<file path="src/rtl/axi_lite_master.sv">
// AXI4-Lite master: runs one read or write per command and
// returns the slave response on a valid/ready response port.
module axi_lite_master #(
  parameter int AXIL_DATA_WIDTH = 32,
  parameter int AXIL_ADDR_WIDTH = 4
) (
  input  logic                         clk,
  input  logic                         reset,
  input  logic                         cmd_valid,
  output logic                         cmd_ready,
  input  logic                         cmd_write,
  input  logic [AXIL_ADDR_WIDTH-1:0]   cmd_addr,
  input  logic [AXIL_DATA_WIDTH-1:0]   cmd_wdata,
  input  logic [AXIL_DATA_WIDTH/8-1:0] cmd_wstrb,
  output logic                         rsp_valid,
  input  logic                         rsp_ready,
  output logic                         rsp_write,
  output logic [AXIL_DATA_WIDTH-1:0]   rsp_rdata,
  output logic [1:0]                   rsp_resp,
  output logic                         awvalid,
  input  logic                         awready,
  output logic [AXIL_ADDR_WIDTH-1:0]   awaddr,
  output logic                         wvalid,
  input  logic                         wready,
  output logic [AXIL_DATA_WIDTH-1:0]   wdata,
  output logic [AXIL_DATA_WIDTH/8-1:0] wstrb,
  input  logic                         bvalid,
  output logic                         bready,
  input  logic [1:0]                   bresp,
  output logic                         arvalid,
  input  logic                         arready,
  output logic [AXIL_ADDR_WIDTH-1:0]   araddr,
  input  logic                         rvalid,
  output logic                         rready,
  input  logic [AXIL_DATA_WIDTH-1:0]   rdata,
  input  logic [1:0]                   rresp,
  output logic                         busy
);

  localparam int SW = AXIL_DATA_WIDTH / 8;

  typedef enum logic [2:0] {
    IDLE,
    WR_REQ,
    WR_RESP,
    RD_REQ,
    RD_RESP,
    DONE
  } state_t;

  state_t state, state_n;

  logic                       live;
  logic                       write_q;
  logic [AXIL_ADDR_WIDTH-1:0] addr_q;
  logic [AXIL_DATA_WIDTH-1:0] wdata_q;
  logic [SW-1:0]              wstrb_q;

  logic aw_n, w_n, ar_n, b_n, r_n;
  logic accept, b_hs, r_hs;

  // live holds cmd_ready low until the first edge out of reset
  assign cmd_ready = live && (state == IDLE);
  assign accept    = cmd_valid && cmd_ready;
  assign b_hs      = bvalid && bready;
  assign r_hs      = rvalid && rready;

  assign busy      = (state != IDLE);
  assign rsp_valid = (state == DONE);
  assign rsp_write = write_q;
  assign awaddr    = addr_q;
  assign araddr    = addr_q;
  assign wdata     = wdata_q;
  assign wstrb     = wstrb_q;

  always_ff @(posedge clk or negedge reset) begin
    if (!reset) begin
      state <= IDLE;
    end else begin
      state <= state_n;
    end
  end

  always_comb begin
    state_n = state;
    aw_n    = awvalid;
    w_n     = wvalid;
    ar_n    = arvalid;
    b_n     = bready;
    r_n     = rready;
    unique case (state)
      IDLE: begin
        if (accept) begin
          if (cmd_write) begin
            state_n = WR_REQ;
            aw_n    = 1'b1;
            w_n     = 1'b1;
          end else begin
            state_n = RD_REQ;
            ar_n    = 1'b1;
          end
        end
      end
      WR_REQ: begin
        // AW and W retire independently; leave once both are done
        if (awready) aw_n = 1'b0;
        if (wready)  w_n  = 1'b0;
        if (!aw_n && !w_n) begin
          state_n = WR_RESP;
          b_n     = 1'b1;
        end
      end
      WR_RESP: begin
        if (b_hs) begin
          state_n = DONE;
          b_n     = 1'b0;
        end
      end
      RD_REQ: begin
        if (arvalid && arready) begin
          state_n = RD_RESP;
          ar_n    = 1'b0;
          r_n     = 1'b1;
        end
      end
      RD_RESP: begin
        if (r_hs) begin
          state_n = DONE;
          r_n     = 1'b0;
        end
      end
      DONE: begin
        if (rsp_ready) state_n = IDLE;
      end
      default: state_n = IDLE;
    endcase
  end

  always_ff @(posedge clk or negedge reset) begin
    if (!reset) begin
      live      <= 1'b0;
      awvalid   <= 1'b0;
      wvalid    <= 1'b0;
      arvalid   <= 1'b0;
      bready    <= 1'b0;
      rready    <= 1'b0;
      write_q   <= 1'b0;
      addr_q    <= '0;
      wdata_q   <= '0;
      wstrb_q   <= '0;
      rsp_rdata <= '0;
      rsp_resp  <= 2'b00;
    end else begin
      live    <= 1'b1;
      awvalid <= aw_n;
      wvalid  <= w_n;
      arvalid <= ar_n;
      bready  <= b_n;
      rready  <= r_n;
      if (accept) begin
        write_q <= cmd_write;
        addr_q  <= cmd_addr;
        wdata_q <= cmd_wdata;
        wstrb_q <= cmd_wstrb;
      end
      if (b_hs) begin
        rsp_rdata <= '0;
        rsp_resp  <= bresp;
      end
      if (r_hs) begin
        rsp_rdata <= rdata;
        rsp_resp  <= rresp;
      end
    end
  end

endmodule
</file>
<file path="config.mk">
export PLATFORM = sky130hd
export DESIGN_NAME = axi_lite_master
export DESIGN_NICKNAME = d
export VERILOG_FILES = /design/src/rtl/axi_lite_master.sv
export SDC_FILE = /design/constraint.sdc
export NUM_CORES = 1
export LEC_CHECK = 0
export CAP_MARGIN = 10
export CORE_MARGIN = 2
export CORE_UTILIZATION = 44
export DETAILED_ROUTE_END_ITERATION = 12
export GPL_TIMING_DRIVEN = 0
export PLACE_DENSITY = 0.86
export REMOVE_ABC_BUFFERS = 1
export SLEW_MARGIN = 30
export SYNTH_ARGS = -nofsm -noshare
export SYNTH_HDL_FRONTEND = slang
export SYNTH_SLANG_ARGS = --single-unit
</file>
<file path="constraint.sdc">
create_clock -name clk -period 3.2 [get_ports clk]
set_input_delay 0.8 -clock clk [delete_from_list [all_inputs] [get_ports clk]]
set_output_delay 0.8 -clock clk [all_outputs]
set_load 0.01 [all_outputs]
</file>
==> results of run 1 <==
[worst paths after layout]
check	start	to	slack, ps	cells past startpoint
min in group clk	rsp_write	rsp_write	500	1
max in group asynchronous	reset	wdata[10]	2330	2
setup / recovery	state[2]	cmd_ready	560	3
hold / removal	reset	rsp_resp[0]	300	1
hold reg to reg	rsp_write	rsp_write	500	1
setup reg to reg	state[2]	wdata[16]	1080	4
[cells in the final DEF, fill, tap and decap left out, types with 4 or more instances in the layout]
cell             count
mux2_4              40
a22o_1              33
o21ai_0              7
clkbuf_8            10
nand2_1              5
inv_1                5
clkdlybuf4s50_1    171
nand3_1              4
dfrtp_1             84
[layer usage]
layer	up-vias	GRT usage, %	part of all wire, %
li1	1174	-	-
met1	1240	25.8	44
met2	110	31.7	49
met3	7	4.43	6.7
met4	0	5.51	0.79
met5	-	0	0
[logic make-up after synthesis]
kind of cell,synth area share [%]
buffers and inverters,5.09
and+or+nand+nor,4.13
AOI/OAI and AO/OA,13.2
muxes,17.7
DFF,59.8
other,0.107
[metrics by stage]
step | setup slack (ps) | hold slack (ps)
after floorplan | 861 | 504
after global placement | -1470 | 463
after detailed placement | 455 | 473
after CTS | 535 | 289
after global routing | 458 | 291
final | 564 | 300
[worst max-delay path, cell delays in order (launching register included)]
cell             delay (ps)
dfrtp_1                 530
nor3_4                  280
and2_1                  150
clkdlybuf4s50_1         550
[final cells by class]
cell class / count / area [um^2]
clock inverter: 5 / 37.5
fill: 530 / 2300
tap: 102 / 128
multi-input combinational: 122 / 1240
inverter: 6 / 22.5
sequential: 84 / 2100
clock buffer: 11 / 141
timing repair buffer: 173 / 1750
[power by group]
group / total [mW] / leakage [nW] / switching [mW] / internal, mW
Sequential: 1.06 / 1.17 / 0.000558 / 1.06
Clock: 0.673 / 0.0855 / 0.368 / 0.305
Combinational: 0.137 / 1.16 / 0.0405 / 0.0963
[state kept, by name, summed over array words and instances (netlist names)]
| name | cells |
|---|---|
| rsp_resp | 2 |
| arvalid | 1 |
| bready | 1 |
| awvalid | 1 |
| rready | 1 |
| rsp_write | 1 |
| state | 3 |
| wstrb | 4 |
| rsp_rdata | 32 |
| araddr | 4 |
| wdata | 32 |
| live | 1 |
| wvalid | 1 |
[synthesized netlist by cell type, drive strengths merged, types with 3 or more instances]
master	instances
nand3	4
o21ai	7
nand2	5
nor2	3
inv	6
buf	16
mux2	40
a22o	33
dfrtp	84
==> impl_metrics.json, run 1 <==
{
  "outcome": "finished, final reports clean",
  "ir_worst_vdd_mv": 0.160,
  "die-area_um2": 8720,
  "hold_path_class": "input port to asynchronous set/reset pin",
  "first_global_vias": 2605,
  "yosys.area.top_type": "dfrtp_1",
  "fin_nets": 482,
  "period_needed_ps": 2640,
  "maxSlewHeadroom_pct": 40.3,
  "drv_slew": 0,
  "ys_ff_latch": 84,
  "initial_core_util_pct": 45.5,
  "cts_resized": 0,
  "finalSetupViolCount": 0,
  "io_buffers": 172,
  "post_cts_buffers": 0,
  "cts_buffer_depth": 2,
  "yosysWarnings": 0,
  "max_clock_freq_ghz": 0.379,
  "viasPerCell": 5.03,
  "clk-insertion-delay-late_ps": 340,
  "grt_usage_pct": 19.3,
  "synthArstFlopShare_pct": 100,
  "hold_violations": 0,
  "synth_top_area_share_pct": 59.8,
  "critical_path_class": "flip-flop to primary output",
  "grt_antenna_before_repair": 0,
  "synth_ff_type": "dfrtp_1",
  "tightest_slew_ps": 895,
  "startpoint_type": "flip-flop",
  "rsz0062_at_grt": "false",
  "yosysUniqueCellTypes": 37,
  "clkSlewWorstSetupHoldPaths_ps": 80,
  "fin_util_pct": 70.2,
  "arrival_ps": 1840,
  "grt_remaining_overflow": 0,
  "core_um2": 7730,
  "ant_nets": 0,
  "drive_above_1_share_pct": 16.2,
  "drc": 0,
  "die_y_um": 93.4,
  "max-cap-violations": 0,
  "ios": 173,
  "ctsHoldBuffers": 0,
  "crit_path_end_kind": "primary output",
  "grt_first_pass_wirelength_um": 13000,
  "syn2layout_area_growth_pct": 54.3,
  "grt_max_degree": 65,
  "final_cells": 503,
  "hpwl_um": 5900,
  "syn-cell-area_um2": 3510,
  "ys_top_cells_by_area": "dfrtp_1, mux2_4, a22o_1",
  "dr.pass1.iters": 4,
  "cp_max_fo": 12,
  "root_buffer": "clkbuf_8",
  "dpl_cell_area_um2": 5240,
  "design_area_um2": 5420,
  "tns_ps": 0,
  "total_power_mw": 1.87,
  "layout_worst_path_cycle_share_pct": 82.4,
  "cts-buffers-inserted": 9,
  "drt_iter0_drc": 59,
  "fin_skew_ps": 13.6,
  "p_leak_nw": 2.41,
  "seq_area_frac_synth_pct": 59.8,
  "wire_per_inst_um": 16.3,
  "std_cell_rows": 32,
  "wl_um": 8180,
  "place_congestion": 0.864,
  "synth_edf_count": 0,
  "netlist_instances": 230,
  "dieWidth_um": 93.4,
  "place_inst": 487,
  "vias": 2531,
  "cts_tree": "done",
  "htreeDepth": 3,
  "numClockSinks": 84,
  "syn_avg_cell_area_um2": 15.3,
  "power_density_nw_per_um2": 345,
  "n_antenna_cell": 0,
  "cp_data_required_time_ps": 2400
}
Note: power is estimated with default switching activity, not from simulation.
==> run 2: changes to the inputs <==
Settings changed: CORE_UTILIZATION 44 to 36, PLACE_DENSITY 0.86 to 0.76.
Clock period 3.2 ns to 2.4 ns, I/O delays scaled along.
==> run 2 against run 1 <==
Flip-flop and latch count unchanged. Register-to-register slack worse by 730 ps. Critical path type unchanged. Clock-buffer cell count down 1. Largest cell class unchanged. Total power up 46%. Largest power group unchanged.
==> impl_metrics.json, run 2 (synthesized netlist as in run 1, its figures left out) <==
{
  "dieWidth_um": 103,
  "reg2reg_slack_ps": 350,
  "hpwl_um": 6070,
  "pwr-share-comb_pct": 6.7,
  "grt_usage_pct": 16.0,
  "first_global_vias": 2555,
  "pwr-share-clk_pct": 41.5,
  "maxSlewHeadroom_pct": 37.1,
  "rr_startpoint": "state[2]",
  "cp_max_fo": 4,
  "die-area_um2": 10600,
  "rsz0062_at_grt": "false",
  "place_congestion": 0.764,
  "final_cells": 542,
  "wire_per_inst_um": 15.9,
  "hold_violations": 0,
  "period_needed_ps": 2330,
  "grt_antenna_before_repair": 0,
  "tns_ps": 0,
  "drv_slew": 0,
  "drc": 0,
  "outcome": "finished, final reports clean",
  "worstReg2RegEnd": "wdata[28]",
  "std_cell_rows": 36,
  "cp_data_required_time_ps": 1800,
  "ant_nets": 0,
  "layout_worst_path_cycle_share_pct": 97.2,
  "p_leak_nw": 2.48,
  "initial_core_util_pct": 36.4,
  "finalSetupViolCount": 0,
  "syn2layout_area_growth_pct": 58.5,
  "critical_path_class": "flip-flop to primary output",
  "arrival_ps": 1730,
  "crit_path_end_kind": "primary output",
  "max-cap-violations": 0,
  "p_seq_share_pct": 51.8,
  "cts-buffers-inserted": 9,
  "dr.pass1.iters": 4,
  "root_buffer": "clkbuf_8",
  "cts_buffer_depth": 2,
  "hold_slack_ps": 102,
  "startpoint_type": "flip-flop",
  "cts_tree": "done",
  "numClockSinks": 84,
  "clk-insertion-delay-late_ps": 360,
  "clkSlewWorstSetupHoldPaths_ps": 90,
  "io_buffers": 172,
  "final_common_cell": "clkdlybuf4s50_1",
  "viasPerCell": 4.72,
  "htreeDepth": 3,
  "fillers": 820,
  "die_y_um": 103,
  "wl_um": 8600,
  "p_int_mw": 2.16,
  "drt_iter0_drc": 95,
  "n_antenna_cell": 0,
  "max_clock_freq_ghz": 0.429,
  "ir_worst_vdd_mv": 0.299,
  "switching_share_pct": 21.0,
  "grt_remaining_overflow": 0,
  "drive_above_1_share_pct": 18.8,
  "place_inst": 518,
  "fin_nets": 490,
  "fin_skew_ps": 11.3,
  "grt_max_degree": 54,
  "mostFrequentLayoutCells": "clkdlybuf4s50_1, dfrtp_1, mux2_4",
  "ios": 173,
  "grt_first_pass_wirelength_um": 12900,
  "p_sw_mw": 0.573,
  "vias": 2560,
  "tightest_slew_ps": 944,
  "core_um2": 9640,
  "power_density_nw_per_um2": 490,
  "reg2reg_depth": 4,
  "hold_path_class": "input port to asynchronous set/reset pin"
}
==> run 2: changes by cell type in the layout (fill, tap and decap cells not counted), sizes merged <==
cell / before / now
inv: 6 / 7
clkinv: 3 / 2
buf: 2 / 10
clkbuf: 11 / 10
bufinv: 0 / 2
clkinvlp: 2 / 1
==> run 2: cell type report <==
| class | instances | area [um^2] | share of cell area (%) |
|---|---|---|---|
| Sequential cell | 84 | 2110 | 37.8 |
| Timing Repair Buffer | 181 | 1810 | 32.5 |
| Inverter | 6 | 22.5 | 0.404 |
| Multi-Input combinational cell | 122 | 1240 | 22.3 |
| Tap cell | 133 | 166 | 2.99 |
| Clock inverter | 6 | 86.3 | 1.55 |
| Clock buffer | 10 | 138 | 2.47 |
==> run 2: through the flow <==
| step | total power [mW] | util [%] | worst slack [ps] | area (um^2) |
|---|---|---|---|---|
| 6_report | 2.73 | 57.8 | 67.6 | 5570 |
| 5_1_grt | 2.84 | 57.8 | 13.8 | 5570 |
| 4_1_cts | 2.77 | 57.6 | 31.2 | 5550 |
| 3_5_place_dp | 1.63 | 54.8 | -149 | 5280 |
| 3_3_place_gp | 1.62 | 54.4 | -2200 | 5250 |
| 2_1_floorplan | 1.45 | - | 261 | 3360 |
==> run 2: critical path, stage by stage, from the launching register on <==
cell and delay (ps):
dfrtp_2 460, nor3_4 220, and2_1 160, clkdlybuf4s50_1 530
==> run 2: per-layer routing <==
layer  vias to the layer above  share of wire [%]  track usage, %
met1                      1282                 43            20.6
met2                        91                 51            26.1
li1                       1177                  -               -
met5                         -                  0               0
met4                         0                1.8            7.69
met3                        10                4.5            2.85
==> run 2: power by group through the flow <==
stage / registers, mW / clock network [mW] / logic (mW)
4_1_cts: 1.42 / 1.16 / 0.186
3_5_place_dp: 1.44 / 0 / 0.185
3_3_place_gp: 1.44 / 0 / 0.175
6_report: 1.42 / 1.13 / 0.183
2_1_floorplan: 1.44 / 0 / 0.00640
5_1_grt: 1.42 / 1.22 / 0.197
==> run 2: worst max path at each step <==
stage,from,to,cells past startpoint
after floorplan,rvalid,rsp_rdata[0],3
after global placement,reset,rsp_rdata[26],1
after detailed placement,cmd_valid,wdata[17],4
after CTS,state[0],cmd_ready,3
after global routing,state[2],cmd_ready,3
final,state[2],cmd_ready,3
==> run 2: repair_timing <==
item / in CTS / in global routing
buffers inserted: 5 / 3
pin swaps: 0 / 1
gates cloned: 0 / 0
hold buffers: 0 / 0
resized for setup: 3 / 0
setup endpoints to repair: 3 / 1
==> run 3: changes to the inputs <==
Settings changed: SKIP_CTS_REPAIR_TIMING from default to 1.
==> run 3 against run 2 <==
First-iteration DRC count rose by 14%. Critical path type unchanged. Largest cell class unchanged. Non-clock buffer count rose by 1. Via count up 0.39%. Largest power group unchanged.
==> impl_metrics.json, run 3 (synthesized netlist as in run 1, its figures left out) <==
{
  "numClockSinks": 84,
  "grt_remaining_overflow": 0,
  "switching_share_pct": 21.0,
  "core_um2": 9640,
  "wire_per_inst_um": 16.0,
  "grt_antenna_before_repair": 0,
  "register_area_um2": 2110,
  "critical_path_class": "flip-flop to primary output",
  "dieWidth_um": 103,
  "startpoint_type": "flip-flop",
  "fin_nets": 491,
  "use_met1_pct": 20.8,
  "mostFrequentLayoutCells": "clkdlybuf4s50_1, dfrtp_1, mux2_4",
  "crit_path_end_kind": "primary output",
  "outcome": "finished, final reports clean",
  "ant_nets": 0,
  "tightest_slew_ps": 943,
  "die_y_um": 103,
  "met2_usage_pct": 25.9,
  "reg2reg_slack_ps": 330,
  "ir_worst_vdd_mv": 0.299,
  "cp_slowest_cell": "clkdlybuf4s50_1",
  "wl_um": 8700,
  "drive_above_1_share_pct": 19.0,
  "initial_core_util_pct": 36.4,
  "dr.pass1.iters": 4,
  "p_seq_share_pct": 51.8,
  "fin_skew_ps": 11.2,
  "cts_buffer_depth": 2,
  "period_needed_ps": 2290,
  "die-area_um2": 10600,
  "hpwl_um": 6070,
  "total_power_mw": 2.73,
  "tns_ps": 0,
  "cp_cell_sequence": "nor3_4, inv_2, clkdlybuf4s50_1",
  "grt_use_met3_pct": 2.71,
  "maxSlewHeadroom_pct": 37.1,
  "cp_max_fo": 7,
  "p_sw_mw": 0.575,
  "pwr-share-comb_pct": 6.7,
  "io_buffers": 172,
  "root_buffer": "clkbuf_8",
  "std_cell_rows": 36,
  "hold_violations": 0,
  "cts_tree": "done",
  "n_antenna_cell": 0,
  "hold_path_class": "input port to asynchronous set/reset pin",
  "drt_iter0_drc": 108,
  "syn2layout_area_growth_pct": 58.8,
  "critPathBufInv": 2,
  "htreeDepth": 3,
  "p_int_mw": 2.16,
  "cp_slowest_stage_delay_ps": 500,
  "fillers": 814,
  "arrival_ps": 1690,
  "viasPerCell": 4.73,
  "cp_data_required_time_ps": 1800,
  "ios": 173,
  "drv_slew": 0,
  "max-cap-violations": 0,
  "grt_usage_pct": 15.9,
  "power_density_nw_per_um2": 490,
  "pwr-share-clk_pct": 41.5,
  "first_global_vias": 2514,
  "max_clock_freq_ghz": 0.437,
  "grt_max_degree": 54,
  "rsz0062_at_grt": "false",
  "final_common_cell": "clkdlybuf4s50_1",
  "clk-insertion-delay-late_ps": 360,
  "clkSlewWorstSetupHoldPaths_ps": 90,
  "vias": 2570,
  "layout_worst_path_cycle_share_pct": 95.3,
  "finalSetupViolCount": 0,
  "multi_input_area_um2": 1240,
  "cts-buffers-inserted": 9,
  "grt_first_pass_wirelength_um": 12800,
  "p_leak_nw": 2.50,
  "busiest_layer": "met2",
  "drc": 0,
  "place_congestion": 0.764,
  "cp_top_family": "buffers and inverters"
}
## run 3: worst paths after layout
| kind | depth (start not counted) | to | from |
|---|---|---|---|
| min in group clk | 1 | rsp_write | rsp_write |
| setup / recovery | 3 | busy | state[2] |
| setup reg to reg | 4 | wdata[28] | state[2] |
| hold / removal | 1 | wdata[4] | reset |
| hold reg to reg | 1 | rsp_write | rsp_write |
| max in group asynchronous | 2 | state[0] | reset |
## run 3: worst reg2reg max path, cell delays in order (launching register included)
cell and delay (ps):
dfrtp_2 480, nor3_4 230, inv_2 120, nor2_8 720, mux2_4 400
## run 3: stage by stage
step                setup slack (ps)  utilization [%]  instance area [um^2]  std cells  hold slack, ps
finish                           114             57.9                  5580        543             102
global route                    12.4             57.9                  5580        543             112
CTS                            -87.4             57.1                  5510        534             104
detailed placement              -149             54.8                  5280        518             480
global placement               -2200             54.4                  5250        517             478
floorplan                        261                -                  3360        212             304
## run 3: power by group through the flow
stage | clock, mW | sequential [mW] | combinational, mW
after floorplan | 0 | 1.44 | 0.00640
after global placement | 0 | 1.44 | 0.175
after detailed placement | 0 | 1.44 | 0.185
after CTS | 1.16 | 1.42 | 0.186
after global routing | 1.22 | 1.42 | 0.197
final | 1.13 | 1.42 | 0.182
## run 3: per-layer routing
metal | vias up | part of all wire, %
li1 | 1178 | -
met1 | 1290 | 42
met2 | 92 | 51
met3 | 10 | 4.6
met4 | 0 | 1.5
met5 | - | 0
## run 3: layout make-up
cell class | instances | share of cell area (%)
Clock buffer | 10 | 2.47
Tap cell | 133 | 2.98
Multi-Input combinational cell | 122 | 22.2
Inverter | 6 | 0.404
Sequential cell | 84 | 37.7
Timing Repair Buffer | 182 | 32.6
Clock inverter | 6 | 1.55
